--- config.mk ---
export PLATFORM = sky130hd
export DESIGN_NAME = iir_cascade_tdm_flat
export DESIGN_NICKNAME = d
export VERILOG_FILES = /design/src/rtl/iir_cascade_tdm_if.sv /design/src/rtl/iir_cascade_tdm.sv /design/src/flat_wrapper.sv
export SDC_FILE = /design/constraint.sdc
export NUM_CORES = 2
export LEC_CHECK = 0
export ABC_CLOCK_PERIOD_IN_PS = 51400
export CORE_AREA = 8 8 411 413
export DETAILED_ROUTE_END_ITERATION = 10
export DIE_AREA = 0 0 419 421
export GPL_TIMING_DRIVEN = 0
export PLACE_DENSITY_LB_ADDON = 0.1
export REMOVE_ABC_BUFFERS = 1
export SYNTH_ARGS = -nofsm -noshare
export SYNTH_HDL_FRONTEND = slang
export SYNTH_SLANG_ARGS = --single-unit
--- constraint.sdc ---
create_clock -name clk -period 51.4 [get_ports clk]
set_input_delay 10.28 -clock clk [delete_from_list [all_inputs] [get_ports clk]]
set_output_delay 10.28 -clock clk [all_outputs]
set_load 0.005 [all_outputs]
--- src/rtl/iir_cascade_tdm_if.sv ---
// Sample stream and coefficient/control bus of the time-multiplexed biquad cascade.
// Handshake: a sample transfers on a rising edge where in_valid && in_ready; out_valid is a one-cycle pulse, no back-pressure.
interface iir_cascade_tdm_if #(
    parameter int DATA_WIDTH  = 16,
    parameter int COEFF_WIDTH = 16,
    parameter int ADDR_W      = 5
);
    logic                          in_valid;
    logic                          in_ready;
    logic signed [DATA_WIDTH-1:0]  x_in;
    logic                          out_valid;
    logic signed [DATA_WIDTH-1:0]  y_out;
    logic                          coef_we;
    logic [ADDR_W-1:0]             coef_addr;
    logic signed [COEFF_WIDTH-1:0] coef_wdata;
    logic                          state_clr;
    logic                          sat_flag;

    modport master (
        output in_valid, x_in, coef_we, coef_addr, coef_wdata, state_clr,
        input  in_ready, out_valid, y_out, sat_flag
    );

    modport slave (
        input  in_valid, x_in, coef_we, coef_addr, coef_wdata, state_clr,
        output in_ready, out_valid, y_out, sat_flag
    );
endinterface

--- src/rtl/iir_cascade_tdm.sv ---
// N-section DF2T biquad cascade sharing one datapath, one section per cycle.
// Coefficients are Q(COEFF_FRAC); section states are kept pre-scaled by 2^COEFF_FRAC.
module iir_cascade_tdm #(
    parameter int DATA_WIDTH  = 16,
    parameter int COEFF_WIDTH = 16,
    parameter int COEFF_FRAC  = 14,
    parameter int NUM_STAGES  = 4
) (
    input  logic                 clk,
    input  logic                 rst,
    iir_cascade_tdm_if.slave     bus,
    output logic                 fsm_dbg
);
    localparam int ADDR_W = $clog2(5 * NUM_STAGES);
    localparam int ACC_W  = DATA_WIDTH + COEFF_WIDTH + 2;
    localparam int W      = ACC_W + 2;
    localparam int K_W    = (NUM_STAGES > 1) ? $clog2(NUM_STAGES) : 1;

    localparam logic signed [COEFF_WIDTH-1:0] COEFF_ONE = COEFF_WIDTH'(1) << COEFF_FRAC;
    localparam logic signed [DATA_WIDTH-1:0]  D_MAX = {1'b0, {(DATA_WIDTH-1){1'b1}}};
    localparam logic signed [DATA_WIDTH-1:0]  D_MIN = {1'b1, {(DATA_WIDTH-1){1'b0}}};
    localparam logic signed [ACC_W-1:0]       A_MAX = {1'b0, {(ACC_W-1){1'b1}}};
    localparam logic signed [ACC_W-1:0]       A_MIN = {1'b1, {(ACC_W-1){1'b0}}};

    typedef enum logic {IDLE, RUN} fsm_t;

    fsm_t           state_q, state_d;
    logic [K_W-1:0] k_q, k_d;

    logic signed [COEFF_WIDTH-1:0] coef [NUM_STAGES][5];
    logic signed [ACC_W-1:0]       s1 [NUM_STAGES];
    logic signed [ACC_W-1:0]       s2 [NUM_STAGES];
    logic signed [DATA_WIDTH-1:0]  d_q;
    logic signed [DATA_WIDTH-1:0]  y_out_q;
    logic                          out_valid_q;
    logic                          sat_q;

    logic accept, clr_now, last;

    function automatic logic signed [W-1:0] ext_d(input logic signed [DATA_WIDTH-1:0] v);
        return {{(W-DATA_WIDTH){v[DATA_WIDTH-1]}}, v};
    endfunction

    function automatic logic signed [W-1:0] ext_c(input logic signed [COEFF_WIDTH-1:0] v);
        return {{(W-COEFF_WIDTH){v[COEFF_WIDTH-1]}}, v};
    endfunction

    function automatic logic signed [W-1:0] ext_a(input logic signed [ACC_W-1:0] v);
        return {{(W-ACC_W){v[ACC_W-1]}}, v};
    endfunction

    assign bus.in_ready  = (state_q == IDLE) && !bus.state_clr;
    assign bus.out_valid = out_valid_q;
    assign bus.y_out     = y_out_q;
    assign bus.sat_flag  = sat_q;
    assign fsm_dbg       = (state_q == RUN);

    assign accept  = bus.in_valid && (state_q == IDLE) && !bus.state_clr;
    assign clr_now = bus.state_clr && (state_q == IDLE);
    assign last    = (k_q == K_W'(NUM_STAGES - 1));

    // Shared section datapath, selected by k_q.
    logic signed [W-1:0]          d_w, y_w, acc, sh, s1_sum, s2_sum;
    logic signed [DATA_WIDTH-1:0] y;
    logic signed [ACC_W-1:0]      s1_next, s2_next;
    logic                         clip_y, clip_s1, clip_s2;

    always_comb begin
        d_w    = ext_d(d_q);
        acc    = ext_c(coef[k_q][0]) * d_w + ext_a(s1[k_q]);
        sh     = acc >>> COEFF_FRAC;
        clip_y = !((&sh[W-1:DATA_WIDTH-1]) || !(|sh[W-1:DATA_WIDTH-1]));
        y      = clip_y ? (sh[W-1] ? D_MIN : D_MAX) : sh[DATA_WIDTH-1:0];
        y_w    = ext_d(y);

        s1_sum  = ext_c(coef[k_q][1]) * d_w - ext_c(coef[k_q][3]) * y_w + ext_a(s2[k_q]);
        s2_sum  = ext_c(coef[k_q][2]) * d_w - ext_c(coef[k_q][4]) * y_w;
        clip_s1 = !((&s1_sum[W-1:ACC_W-1]) || !(|s1_sum[W-1:ACC_W-1]));
        clip_s2 = !((&s2_sum[W-1:ACC_W-1]) || !(|s2_sum[W-1:ACC_W-1]));
        s1_next = clip_s1 ? (s1_sum[W-1] ? A_MIN : A_MAX) : s1_sum[ACC_W-1:0];
        s2_next = clip_s2 ? (s2_sum[W-1] ? A_MIN : A_MAX) : s2_sum[ACC_W-1:0];
    end

    always_ff @(posedge clk) begin
        if (!rst) begin
            state_q <= IDLE;
            k_q     <= '0;
        end else begin
            state_q <= state_d;
            k_q     <= k_d;
        end
    end

    always_comb begin
        state_d = state_q;
        k_d     = k_q;
        case (state_q)
            IDLE: begin
                if (accept) begin
                    state_d = RUN;
                    k_d     = '0;
                end
            end
            RUN: begin
                if (last) state_d = IDLE;
                else      k_d     = k_q + K_W'(1);
            end
            default: state_d = IDLE;
        endcase
    end

    // Writes land at the edge, so a section computed this cycle still sees the old value.
    always_ff @(posedge clk) begin
        if (!rst) begin
            for (int s = 0; s < NUM_STAGES; s++)
                for (int i = 0; i < 5; i++)
                    coef[s][i] <= (i == 0) ? COEFF_ONE : '0;
        end else if (bus.coef_we) begin
            for (int s = 0; s < NUM_STAGES; s++)
                for (int i = 0; i < 5; i++)
                    if (bus.coef_addr == ADDR_W'(5 * s + i))
                        coef[s][i] <= bus.coef_wdata;
        end
    end

    always_ff @(posedge clk) begin
        if (!rst) begin
            d_q         <= '0;
            y_out_q     <= '0;
            out_valid_q <= 1'b0;
            sat_q       <= 1'b0;
            for (int s = 0; s < NUM_STAGES; s++) begin
                s1[s] <= '0;
                s2[s] <= '0;
            end
        end else begin
            out_valid_q <= 1'b0;
            if (accept) d_q <= bus.x_in;
            if (state_q == RUN) begin
                d_q     <= y;
                s1[k_q] <= s1_next;
                s2[k_q] <= s2_next;
                if (clip_y || clip_s1 || clip_s2) sat_q <= 1'b1;
                if (last) begin
                    y_out_q     <= y;
                    out_valid_q <= 1'b1;
                end
            end
            if (clr_now) begin
                sat_q <= 1'b0;
                for (int s = 0; s < NUM_STAGES; s++) begin
                    s1[s] <= '0;
                    s2[s] <= '0;
                end
            end
        end
    end
endmodule

--- src/flat_wrapper.sv ---
// flat-port wrapper written by rule: the top's interface ports become plain ports
module iir_cascade_tdm_flat 
#(
    parameter int DATA_WIDTH  = 16,
    parameter int COEFF_WIDTH = 16,
    parameter int COEFF_FRAC  = 14,
    parameter int NUM_STAGES  = 4
)
  (clk, rst, fsm_dbg, bus_in_valid, bus_x_in, bus_coef_we, bus_coef_addr, bus_coef_wdata, bus_state_clr, bus_in_ready, bus_out_valid, bus_y_out, bus_sat_flag);
  iir_cascade_tdm_if #(.DATA_WIDTH(DATA_WIDTH), .COEFF_WIDTH(COEFF_WIDTH)) bus_i ();
  input  logic clk;
  input  logic rst;
  output logic fsm_dbg;
  input wire logic [$bits(bus_i.in_valid)-1:0] bus_in_valid;
  input wire logic [$bits(bus_i.x_in)-1:0] bus_x_in;
  input wire logic [$bits(bus_i.coef_we)-1:0] bus_coef_we;
  input wire logic [$bits(bus_i.coef_addr)-1:0] bus_coef_addr;
  input wire logic [$bits(bus_i.coef_wdata)-1:0] bus_coef_wdata;
  input wire logic [$bits(bus_i.state_clr)-1:0] bus_state_clr;
  output wire logic [$bits(bus_i.in_ready)-1:0] bus_in_ready;
  output wire logic [$bits(bus_i.out_valid)-1:0] bus_out_valid;
  output wire logic [$bits(bus_i.y_out)-1:0] bus_y_out;
  output wire logic [$bits(bus_i.sat_flag)-1:0] bus_sat_flag;
  assign bus_i.in_valid = bus_in_valid;
  assign bus_i.x_in = bus_x_in;
  assign bus_i.coef_we = bus_coef_we;
  assign bus_i.coef_addr = bus_coef_addr;
  assign bus_i.coef_wdata = bus_coef_wdata;
  assign bus_i.state_clr = bus_state_clr;
  assign bus_in_ready = bus_i.in_ready;
  assign bus_out_valid = bus_i.out_valid;
  assign bus_y_out = bus_i.y_out;
  assign bus_sat_flag = bus_i.sat_flag;
  iir_cascade_tdm #(.DATA_WIDTH(DATA_WIDTH), .COEFF_WIDTH(COEFF_WIDTH), .COEFF_FRAC(COEFF_FRAC), .NUM_STAGES(NUM_STAGES)) u_core (.clk(clk), .rst(rst), .bus(bus_i), .fsm_dbg(fsm_dbg));
endmodule
# Word-level counts from Yosys, hierarchy flattened

Memories as Yosys holds them, arrays and structs flattened. A register that Yosys moved wholly into a read port is not among the register bits.
Index checks and enable logic that the tools add are counted.

$add $sub $neg: 5
Multiply operators: 5
Equal/unequal tests: 22
Mux-type cells: 142
Bitwise gates (word level): 30
Reductions and logical operators: 31

Operator list:

| kind                                          | number |
|---|---|
| 2-to-1 mux 34 bit                             | 14 |
| 2-to-1 mux 16 bit                             | 24 |
| multiplier 16 x 16 -> 32 bit                  | 5 |
| 2-to-1 mux 1 bit                              | 92 |
| subtractor 36 bit                             | 2 |
| OR reduction 34 bit                           | 2 |
| == test 5 x 4 -> 1 bit, second input constant | 8 |
| adder 36 x 34 -> 36 bit                       | 1 |
| adder 32 x 34 -> 35 bit                       | 1 |
| OR 1 bit                                      | 28 |
| == test 5 x 3 -> 1 bit, second input constant | 4 |
| == test 5 bit, second input constant          | 4 |
| 2-to-1 mux 2 bit                              | 10 |
| == test 5 x 2 -> 1 bit, second input constant | 2 |
| AND reduction 2 bit                           | 4 |
| zero test 1 bit                               | 7 |
| AND reduction 7 bit                           | 1 |
| OR reduction 7 bit                            | 1 |
| AND reduction 3 bit                           | 2 |
| OR reduction 3 bit                            | 2 |
| == test 5 x 1 -> 1 bit, second input constant | 1 |
| zero test 5 bit                               | 1 |
| logical OR 1 bit                              | 5 |
| logical AND 1 bit                             | 4 |
| 9 further kinds                               | 10 |

Flip-flop bits (word level): 37
Bits in writable memories: 592
Input bits: 42
Logic and storage cells: 244
Memories kept: 3

Memory list:

| name        | depth | width | read ports | clocked after memory_dff | wr ports | RTL line              | text |
|---|---|---|---|---|---|---|---|
| u_core.coef | 4     | 80    | 1          | 1                        | 4        | iir_cascade_tdm.sv:30 | `logic signed [COEFF_WIDTH-1:0] coef [NUM_STAGES][5];` |
| u_core.s1   | 4     | 34    | 1          | 1                        | 4        | iir_cascade_tdm.sv:31 | `logic signed [ACC_W-1:0] s1 [NUM_STAGES];` |
| u_core.s2   | 4     | 34    | 1          | 1                        | 4        | iir_cascade_tdm.sv:32 | `logic signed [ACC_W-1:0] s2 [NUM_STAGES];` |

# Longest topological paths before layout

Word-level depth: 16
Mapped depth: 69
Depth with buffers taken out: 60

# Worst setup path after synthesis

No wires, ideal clock.

Path type: input-to-output
Start point: input port bus_state_clr
End point: output port bus_in_ready
Data arrival time: 10395 ps
Path slack: 30725 ps
Stages on the path: 1
Buffers on the path: 0
Cells stage by stage: nor2_1

Cells in the longest elaborated chain, start to end: 2

RTL lines:

| item              | RTL line              | text |
|---|---|---|
| start, declared   | flat_wrapper.sv:19    | `input wire logic [$bits(bus_i.state_clr)-1:0] bus_state_clr;` |
| zero test 1 bit   | iir_cascade_tdm.sv:52 | `assign bus.in_ready = (state_q == IDLE) && !bus.state_clr;` |
| logical AND 1 bit | iir_cascade_tdm.sv:52 |  |
| end, declared     | flat_wrapper.sv:20    | `output wire logic [$bits(bus_i.in_ready)-1:0] bus_in_ready;` |

No other way between the ends.

==> results.ini <==
[floorplanning]
initial_core_util = 0.498
io_pins = 62
die_w_microns = 419
die_height_microns = 421
placeableCoreArea_sq_mm = 0.162
die-area_sq_mm = 0.176
std_cell_rows = 148

[finish]
syn_to_final_growth_pct = 7.40
fillCellCount = 14500
drive_above_1_share = 0.0551
diodes = 0
layout.nets = 9616

[critical_path]
worst_setup_path_end_kind = register
path_delay_family = adder cells
critPathSlowestCell = a2111oi_0
critical_path_class = register to register
required_ps = 51790
arrival_ps = 22840
slowest_delay_ps = 1130
setup.worst_path.start_class = register
worstPathMaxFanout = 45
crit_buf_inv = 12
crit_top_cell = fa_1

[flow_run]
maxCapViolations = 0

[global_routing]
globalRouteTotalUtil = 0.273
first_global_vias = 59100
grt_remaining_overflow = 0
grt_max_degree = 77
grt_pass1_wl_mm = 366
antenna_found_initial = 7

[synth]
avgSynthCellArea_sq_um = 10.3
post_synth_num_cell_types = 81
ys_ff_latch = 631
ys_warn_count = 0
synth_ff_type = edfxtp_1
yosysTopAreaCell = fa_1
yosysMostFrequentCell = inv_1
synthCells = 7826
synth_edf_count = 592
synth_top_area_share = 0.345
async_reset_ff_frac = 0
synth_seq_area_share = 0.230
synth_common_cells = inv_1, fa_1, nand2_1, edfxtp_1, and2_1
synth.area.top_cells = fa_1, edfxtp_1, ha_1
synthesis.area_sq_mm = 0.0807

[timing]
maxSlewViolCount = 0
fin_tns_setup_ps = 0
tightest_slew_ps = 1480
finalSetupViolCount = 0
hold_violations = 0
rsz0062_at_grt = no
finalCritPeriodShare = 0.437
fin_crit_ps = 22440
relSlewSlack = 0.0130
finalClockSkew_ps = 90.5
max_freq_ghz = 0.0446

[clocking]
numClockSinks = 631
clockBufferDepth = 3
cts-root-buf = clkbuf_16
cts_setup_buffers = 0
hold_buffers = 0
cts.htree.levels = 3
tritoncts = yes
insertion_delay_ps = 730
clkTransAtPathRegs_ps = 60
cts_resized = 0
numCtsBuffers = 74

[drt]
via_count = 55500
dr.pass1.iters = 7
postRouteAntennaNets = 0
wl_per_cell_microns = 24.2
first_iter_violations = 4348
drt-vias-per-instance = 5.60
drc = 0
wirelength_mm = 239

[place]
place.gp.congestion = 0.913
place_hpwl_mm = 184
portBuffers = 61

[hold_path]
worstHoldStart = u_core.bus.y_out[5]
holdCritPathClass = register to register

[run_status]
status = completed

state kept, by name, summed over array words and instances, names as in the netlist, named ones only:
signal,flops
u_core.d_q,16
u_core.coef,320
u_core.fsm_dbg,1
u_core.s1,136
u_core.bus.sat_flag,1
u_core.s2,136
u_core.bus.out_valid,1
u_core.bus.y_out,16
u_core.k_q,2
routing by layer:
layer  wire [microns]  global-route usage
met3            15400              0.0421
met4            12400               0.117
met1           100000               0.370
met2           112000               0.440
met5               13                   0
cell type report:
cell class | instances | area (sq um) | area share
Inverter | 1509 | 5660 | 0.0653
Sequential cell | 631 | 18600 | 0.214
Clock inverter | 46 | 493 | 0.00569
Timing Repair Buffer | 132 | 1980 | 0.0229
Clock buffer | 87 | 1900 | 0.0219
Multi-Input combinational cell | 5333 | 55400 | 0.638
Tap cell | 2175 | 2720 | 0.0314
final timing paths:
check | slack (ps) | end | cells past startpoint
max reg2reg | 28960 | u_core.s2[1][25] | 57
max | 28960 | u_core.s2[1][25] | 57
min reg2reg | 480 | u_core.bus.y_out[5] | 2
min | 480 | u_core.bus.y_out[5] | 2
cells in the final DEF (no fill, tap or decap), types with 60 or more instances in the layout:
master | Yosys | layout
edfxtp_1 | 592 | 592
nor2_1 | 461 | 461
clkbuf_16 | 0 | 74
nand2_1 | 848 | 844
fa_1 | 1392 | 1392
and2_1 | 527 | 527
ha_1 | 501 | 501
xnor2_1 | 151 | 150
mux4_2 | 124 | 124
clkdlybuf4s50_1 | 0 | 60
a21oi_1 | 339 | 331
xor2_1 | 63 | 63
inv_1 | 1508 | 1508
a21o_1 | 86 | 85
nand2b_1 | 68 | 67
o21ai_0 | 163 | 135
tightest hold or removal path, delay by kind of cell (launching register included):
family | cells | cell delay (ps)
flip-flops | 1 | 310
AND/OR/NAND/NOR | 1 | 50
AO/OA/AOI/OAI | 1 | 70
cells by family after synthesis:
group,after synthesis,share of synthesized area
flip-flops,631,0.230
AND/OR/NAND/NOR,2143,0.125
multiplexers,181,0.0421
XOR/XNOR,214,0.0232
buffers and inverters,1862,0.0878
AO/OA/AOI/OAI,902,0.0695
adder cells (fa/ha/maj),1893,0.423
per-stage QoR:
stage	util	area, sq um	hold WS (ps)	worst slack, ps	std cells
final	0.535	86700	484	28960	9913
after floorplan	-	79300	463	26230	7473
after detailed placement	0.520	84300	471	29130	9778
after global routing	0.535	86700	518	28280	9913
after global placement	0.510	82600	453	14400	9709
after CTS	0.535	86700	481	28990	9911
Power is left out: the tool's default activity adds up to more than one toggle a clock period on the data nets, which glitch-free logic cannot reach.
